<file path="src/rtl/module_seg7_scan_driver_pkg.sv">
// Shared types and constants for the seven-segment scan driver.
// Segment order is abcdefg, with a in bit 6 and g in bit 0.
package pkg_seg7;

    typedef logic [6:0] seg_t;

    localparam seg_t SEG_BLANK = 7'b0000000;

    // Full hex glyph set; lowercase b and d keep them distinct from 8 and 0.
    localparam seg_t HEX_SEG [16] = '{
        7'b1111110, 7'b0110000, 7'b1101101, 7'b1111001,
        7'b0110011, 7'b1011011, 7'b1011111, 7'b1110000,
        7'b1111111, 7'b1111011, 7'b1110111, 7'b0011111,
        7'b1001110, 7'b0111101, 7'b1001111, 7'b1000111
    };

endpackage

</file>
<file path="src/rtl/module_seg7_scan_driver_hex_decoder.sv">
// Combinational nibble-to-segment decoder, using the shared hex glyph table.
module module_seg7_hex_decoder
    import pkg_seg7::*;
(
    input  logic [3:0] nib,
    output logic [6:0] seg
);

    assign seg = HEX_SEG[nib];

endmodule

</file>
<file path="src/rtl/module_seg7_scan_driver.sv">
// Multiplexed N-digit hex seven-segment driver with a double-buffered, tear-free update.
// The optional define LEADING_ZERO_BLANK_EN blanks the leading zero digits.
module module_seg7_scan_driver
    import pkg_seg7::*;
#(
    parameter int NDIGITS     = 4,
    parameter int REFRESH_DIV = 50000
) (
    input  logic                   clk,
    input  logic                   rst_n,
    input  logic [4*NDIGITS-1:0]   data_i,
    input  logic [NDIGITS-1:0]     dp_i,
    input  logic                   valid_i,
    output logic                   ready_o,
    output logic [6:0]             seg_o,
    output logic                   dp_o,
    output logic [NDIGITS-1:0]     an_o
);

    localparam int CW = $clog2(REFRESH_DIV);
    localparam int IW = (NDIGITS > 1) ? $clog2(NDIGITS) : 1;
    localparam logic [CW-1:0] CNT_LAST = CW'(REFRESH_DIV - 1);
    localparam logic [IW-1:0] IDX_LAST = IW'(NDIGITS - 1);

    logic [CW-1:0]          cnt;
    logic [IW-1:0]          idx;
    logic [4*NDIGITS-1:0]   disp_data, shadow_data;
    logic [NDIGITS-1:0]     disp_dp, shadow_dp;
    logic                   pending;

    logic                   tick, wrap, xfer;
    logic [3:0]             sel_nib;
    logic                   sel_dp;
    logic [6:0]             dec_seg;
    logic                   blank;

    assign tick = (cnt == CNT_LAST);
    assign wrap = tick && (idx == IDX_LAST);
    assign xfer = valid_i && ready_o;

    always_comb begin
        sel_nib = 4'h0;
        sel_dp  = 1'b0;
        for (int k = 0; k < NDIGITS; k++) begin
            if (idx == IW'(k)) begin
                sel_nib = disp_data[4*k +: 4];
                sel_dp  = disp_dp[k];
            end
        end
    end

    module_seg7_hex_decoder u_dec (
        .nib (sel_nib),
        .seg (dec_seg)
    );

`ifdef LEADING_ZERO_BLANK_EN
    // A digit is blank when it and every digit above it are zero; digit 0 always shows.
    always_comb begin
        blank = (idx != '0);
        for (int k = 0; k < NDIGITS; k++) begin
            if ((IW'(k) >= idx) && (disp_data[4*k +: 4] != 4'h0))
                blank = 1'b0;
        end
    end
`else
    assign blank = 1'b0;
`endif

    always_ff @(posedge clk) begin
        if (!rst_n) begin
            cnt         <= '0;
            idx         <= '0;
            disp_data   <= '0;
            disp_dp     <= '0;
            shadow_data <= '0;
            shadow_dp   <= '0;
            pending     <= 1'b0;
            ready_o     <= 1'b1;
            seg_o       <= SEG_BLANK;
            dp_o        <= 1'b0;
            an_o        <= '1;
        end else begin
            cnt <= tick ? '0 : cnt + 1'b1;
            if (tick)
                idx <= (idx == IDX_LAST) ? '0 : idx + 1'b1;

            // ready_o is low whenever pending is set, so a transfer never meets a commit.
            if (xfer) begin
                shadow_data <= data_i;
                shadow_dp   <= dp_i;
                pending     <= 1'b1;
                ready_o     <= 1'b0;
            end else if (wrap && pending) begin
                disp_data <= shadow_data;
                disp_dp   <= shadow_dp;
                pending   <= 1'b0;
                ready_o   <= 1'b1;
            end

            seg_o <= blank ? SEG_BLANK : dec_seg;
            dp_o  <= sel_dp & ~blank;
            an_o  <= ~(NDIGITS'(1) << idx);
        end
    end

endmodule

</file>
<file path="config.mk">
export PLATFORM = sky130hd
export DESIGN_NAME = module_seg7_scan_driver
export DESIGN_NICKNAME = d
export VERILOG_FILES = /design/src/rtl/module_seg7_scan_driver_pkg.sv /design/src/rtl/module_seg7_scan_driver_hex_decoder.sv /design/src/rtl/module_seg7_scan_driver.sv
export SDC_FILE = /design/constraint.sdc
export NUM_CORES = 1
export LEC_CHECK = 0
export BUFFER_PORTS_ARGS = -buffer_cell sky130_fd_sc_hd__buf_2
export CORE_UTILIZATION = 62
export CTS_CLUSTER_DIAMETER = 120
export DETAILED_ROUTE_END_ITERATION = 6
export PLACE_DENSITY = 0.84
export SYNTH_ARGS = -nofsm -noshare
export SYNTH_HDL_FRONTEND = slang
export SYNTH_SLANG_ARGS = --single-unit
export TNS_END_PERCENT = 10
</file>
<file path="constraint.sdc">
create_clock -name clk -period 4.25 [get_ports clk]
set_input_delay 0 -clock clk [delete_from_list [all_inputs] [get_ports clk]]
set_output_delay 0 -clock clk [all_outputs]
set_load 0.02 [all_outputs]
</file>
# Yosys cells after proc, flatten, opt, wreduce, memory -nomap -nowiden
# Memory sizes are Yosys's and may differ from the RTL's. A register that Yosys moved wholly into a read port is not among the register bits.
# Index checks and enable logic that the tools add are counted.
# totals
reg_bits,65
mem_bits_ro,112
output_inout_bits,13
memories,1
# mem_list
name,words,width,read_ports,rd_clocked_by_memory_dff,wr,line,source
(no name shown),16,7,1,1,0,module_seg7_scan_driver_hex_decoder.sv:9,assign seg = HEX_SEG[nib];
# classes
n_addsub,2
eq_ne,4
shift,1
n_mux,13
n_bitwise,4
n_reduce_logical,8
# ops
op,count
$add A16 B1 Y16 const B,1
$eq A16 B16 Y1 const B,1
$mux W4,4
$mux W1,8
$not A4 Y5,1
$eq A2 B2 Y1 const B,2
$not A4 Y4,1
$shl A1 B2 Y4 const A,1
$logic_and A1 B1 Y1,3
$add A2 B1 Y2 const B,1
$eq A2 B1 Y1 const B,1
$logic_not A2 Y1,1
$mux W2,1
$not A1 Y1,2
$reduce_and A2 Y1,1
$reduce_bool A2 Y1,1
$reduce_or A2 Y1,1
$logic_not A1 Y1,1

# Longest topological paths before layout
# logic_depth
word_depth,6
ltp_mapped,11
ltp_nobuf,10

# Hierarchy
# From an unflattened synthesis, not the netlist that was laid out.
# hier_totals
hier_cells,369
area_unflattened_um2,3234.4
# by_module_without_submodules
mod,instances,cells_per_inst,area_each_um2,seq_area_each_um2
module_seg7_scan_driver,1,336,2946.6,1441.4
module_seg7_hex_decoder,1,33,287.8,0.0

# Worst setup path after synthesis
# OpenSTA, ideal clock, no wires.
# synth_path
kind,register -> register
start,register idx[0]
end,register seg_o[5]
arrival_ps,1993
required_time_ps,4128
slack_ps,2135
path_stages_with_launch,9
n_path_buf,1
period_less_slack_ps,2115
path_cell_list,dfxtp_1 ha_1 buf_4 or3b_2 o21ai_0 a31oi_1 ha_1 nor2_1 o311a_1
# synth_between
elab_chain_cells,6
# synth_lines
item,line,source
from (decl),module_seg7_scan_driver.sv:26,logic [IW-1:0] idx;
from (signal assigned),module_seg7_scan_driver.sv:86,idx <= (idx == IDX_LAST) ? '0 : idx + 1'b1;
$logic_not A2 Y1,module_seg7_scan_driver.sv:45,if (idx == IW'(k)) begin
$mux W4 (3 in a row),module_seg7_scan_driver.sv:45,
$mux W4 *,module_seg7_scan_driver.sv:45,
$not A4 Y5 (implied by the code) *,module_seg7_scan_driver_hex_decoder.sv:9,
to (decl),module_seg7_scan_driver.sv:15,"output logic [6:0] seg_o,"
# Mark *: on every way between the ends. The rest lies on a longest branch, timed or not.
# A chain may end at the register's enable or synchronous reset.

# Worst setup path after layout
# layout_path
start,register cnt[0]
end,register disp_data[9]
# layout_between
elab_chain_cells,4
# layout_lines
item,line,source
from (decl),module_seg7_scan_driver.sv:25,logic [CW-1:0] cnt;
from (signal assigned),module_seg7_scan_driver.sv:84,cnt <= tick ? '0 : cnt + 1'b1;
$eq A16 B16 Y1,module_seg7_scan_driver.sv:37,assign tick = (cnt == CNT_LAST);
$logic_and A1 B1 Y1,module_seg7_scan_driver.sv:38,assign wrap = tick && (idx == IDX_LAST);
$logic_and A1 B1 Y1,module_seg7_scan_driver.sv:94,end else if (wrap && pending) begin
$reduce_and A2 Y1 (no source line),--,
to (signal assigned),module_seg7_scan_driver.sv:95,disp_data <= shadow_data;
to (decl),module_seg7_scan_driver.sv:27,"logic [4*NDIGITS-1:0] disp_data, shadow_data;"
# Every way passes these cells.

==> reports/qor.yml <==
die_x_um: 72.52
grt_usage: 0.2645
yosysSeqAreaShare: 0.4675
power_density_nw_per_um2: 361.8
ir_drop_mv: 0.3229
clk_pin_slew_ns: 0.08
relSlewSlack: 0.1706
synth_cell_types: 40
path_class: "reg -> reg"
endpoint_kind: "flop"
ios: 36
cp_max_fo: 40
coreArea_sq_um: 4755
antenna_left: 0
gr-total-overflow: 0
clock-root-buffer: "clkbuf_8"
setup_violations: 0
synth.net_count: 400
critPathRequiredTime_ns: 4.53
wl_um: 6286
drive_gt1_frac: 0.1394
synthToLayoutAreaGrowth_pct: 18.63
insertedDiodeCount: 0
postCtsSetupRepairBufs: 0
grt_pass1_wl_um: 10510
routabilityCongestion: 0.8411
vias: 2554
fillers: 368
io_buffer_count: 35
nets: 446
die_y_um: 72.52
syn_area_sq_um: 3083
synth_top_area_cell: "dfxtp_1"
ys_top_cells_by_area: "dfxtp_1 (47%), nand2_1 (11%), a21boi_0 (5.4%), ha_1 (4.9%), nand3_1 (4.1%)"
cp-start-kind: "flop"
outcome: "finished, final reports clean"
finalMaxSlewViolations: 0
synth_edf_count: 0
fmax_mhz: 390.4
holdCritPathClass: "in -> reg"
max_stage_delay_ns: 1.06
clock_sinks: 72
worst_pin_slew_ns: 1.240
yosys_warnings: 0
rsz0062_at_grt: "no"
cp.arrival_ns: 2.84
wire_per_inst_um: 13.01
syn_inst: 365
vias_per_cell: 5.288
htree_levels: 3
cts_tree: "yes"
drt_iter0_markers: 121
drt_pass1_iterations: 4
period_minus_slack_ns: 2.561
drv_cap: 0
crit_chain: "ha_1 > and3_1 > nand4_2 > nor3_4 > nand3_1 > o21ai_1"
grt_pass1_vias: 2339
pre_cts_ws_ns: 1.727
leakage_nw: 1.427
cts_made_buffers: 9
drcViolationCount: 0
tns_ns: 0
synthFlopType: "dfxtp_1"
skew_ns: 0.01459
rows: 25
cp_slowest_cell: "nor3_4"
worst_slack_ns: 1.689
async_reset_ff_frac: 0
synth_top_area_share: 0.4675
die_area_sq_um: 5258
final_hold_viol_count: 0
hpwlAfterDp_um: 3776
fin_crit_sh: 0.6026
initial_core_util: 0.6484
clockBufferDepth: 2
clk_latency_ns: 0.35
synth_seq_cells: 72
syn_avg_cell_area_sq_um: 8.446
antenna_found_initial: 0
grt_max_degree: 79
[repair_timing]
item,in CTS,in global routing
resized for setup,0,0
hold buffers,20,0
hold endpoints to repair,20,0
endpoints found under the setup margin,0,0
[sequential cells by signal, summed over array words and instances, names as in the netlist]
register     count
cnt             16
disp_data       16
shadow_data     16
seg_o            7
an_o             4
disp_dp          4
shadow_dp        4
idx              2
dp_o             1
pending          1
ready_o          1
[final timing paths]
path                            startpoint           end  slack, ns  cells after the start
worst min register to register  disp_dp[1]    disp_dp[1]       0.45                      2
worst max register to register      cnt[0]  disp_data[9]       1.69                      6
worst min-delay path                 rst_n        cnt[5]       0.24                      3
worst max-delay path                cnt[0]  disp_data[9]       1.69                      6
[stage by stage]
step / utilization / hold WS (ns) / cells / area, sq um / power, W
finish: 0.7692 / 0.2378 / 483 / 3657 / 0.001323
global route: 0.7692 / 0.2758 / 483 / 3657 / 0.001370
CTS: 0.7692 / 0.2319 / 483 / 3657 / 0.001331
detailed placement: 0.6855 / 0.2605 / 447 / 3259 / 0.0007836
global placement: 0.6855 / 0.2502 / 447 / 3259 / 0.0007814
floorplan: - / 0.1449 / 365 / 3083 / 0.0007613
[logic make-up after synthesis]
group	synth area share
xor gates and xnor gates	0.03977
and+or+nand+nor	0.2561
buffers and inverters	0.03977
AOI/OAI and AO/OA	0.1449
DFF	0.4675
muxes	0.003247
adders and majority gates	0.04870
[per-layer routing]
metal | wire (um) | track usage | up-vias
met1 | 2827 | 0.3205 | 1165
li1 | - | - | 1322
met5 | 0 | 0 | -
met4 | 130 | 0.1068 | 0
met2 | 3046 | 0.4289 | 51
met3 | 281 | 0.09306 | 16
[synthesized netlist by cell type (all sizes together) (2+ instances only)]
master and instances:
o21ai 29, a311o 2, inv 7, nor3 2
a21oi 6, clkbuf 14, a311oi 2, nor2b 3
nor3b 3, and3 6, xnor2 7, a31oi 2
nand4 5, and2 2, nand2 89, nor2 25
nand3 25, nand3b 5, and4bb 2, xor2 7
ha 12, buf 7, dfxtp 72, a21boi 22
[cell usage in the layout (no fill, tap or decap), types with 3 or more instances in the layout]
| master | count |
|---|---|
| nand2_1 | 89 |
| dfxtp_1 | 72 |
| buf_2 | 35 |
| nor2_1 | 25 |
| nand3_1 | 25 |
| a21boi_0 | 22 |
| o21ai_1 | 20 |
| dlygate4sd3_1 | 20 |
| ha_1 | 12 |
| clkbuf_8 | 10 |
| o21ai_0 | 9 |
| inv_1 | 7 |
| xor2_1 | 7 |
| xnor2_1 | 7 |
| and3_1 | 6 |
| a21oi_1 | 6 |
| nand3b_1 | 5 |
| nand4_1 | 4 |
| nor3b_1 | 3 |
| nor2b_1 | 3 |
[report_power, final]
group	total (W)	switching, W	internal [W]	leakage [nW]
Clock	0.000540	0.000254	0.000286	0.0993
Sequential	0.000703	0.00000990	0.000693	0.587
Combinational	0.0000803	0.0000435	0.0000368	0.741
Total	0.00132	0.000307	0.00102	1.43
[final cells by class]
type	instances	area [sq um]	share of cell area
multi-input combinational	265	1525	0.4170
sequential	72	1441	0.3941
timing repair buffer	56	382.9	0.1047
clock buffer	11	141.4	0.03866
tap	67	83.83	0.02292
clock inverter	5	56.30	0.01540
inverter	7	26.28	0.007184
[worst max-delay path, delay by kind of cell (launching register included)]
kind | cells | cell delay [ns]
flops | 1 | 0.37
fa+ha+maj | 1 | 0.22
simple gates | 4 | 1.76
compound gates | 1 | 0.14
No activity file was read; power rests on OpenSTA's default activity.
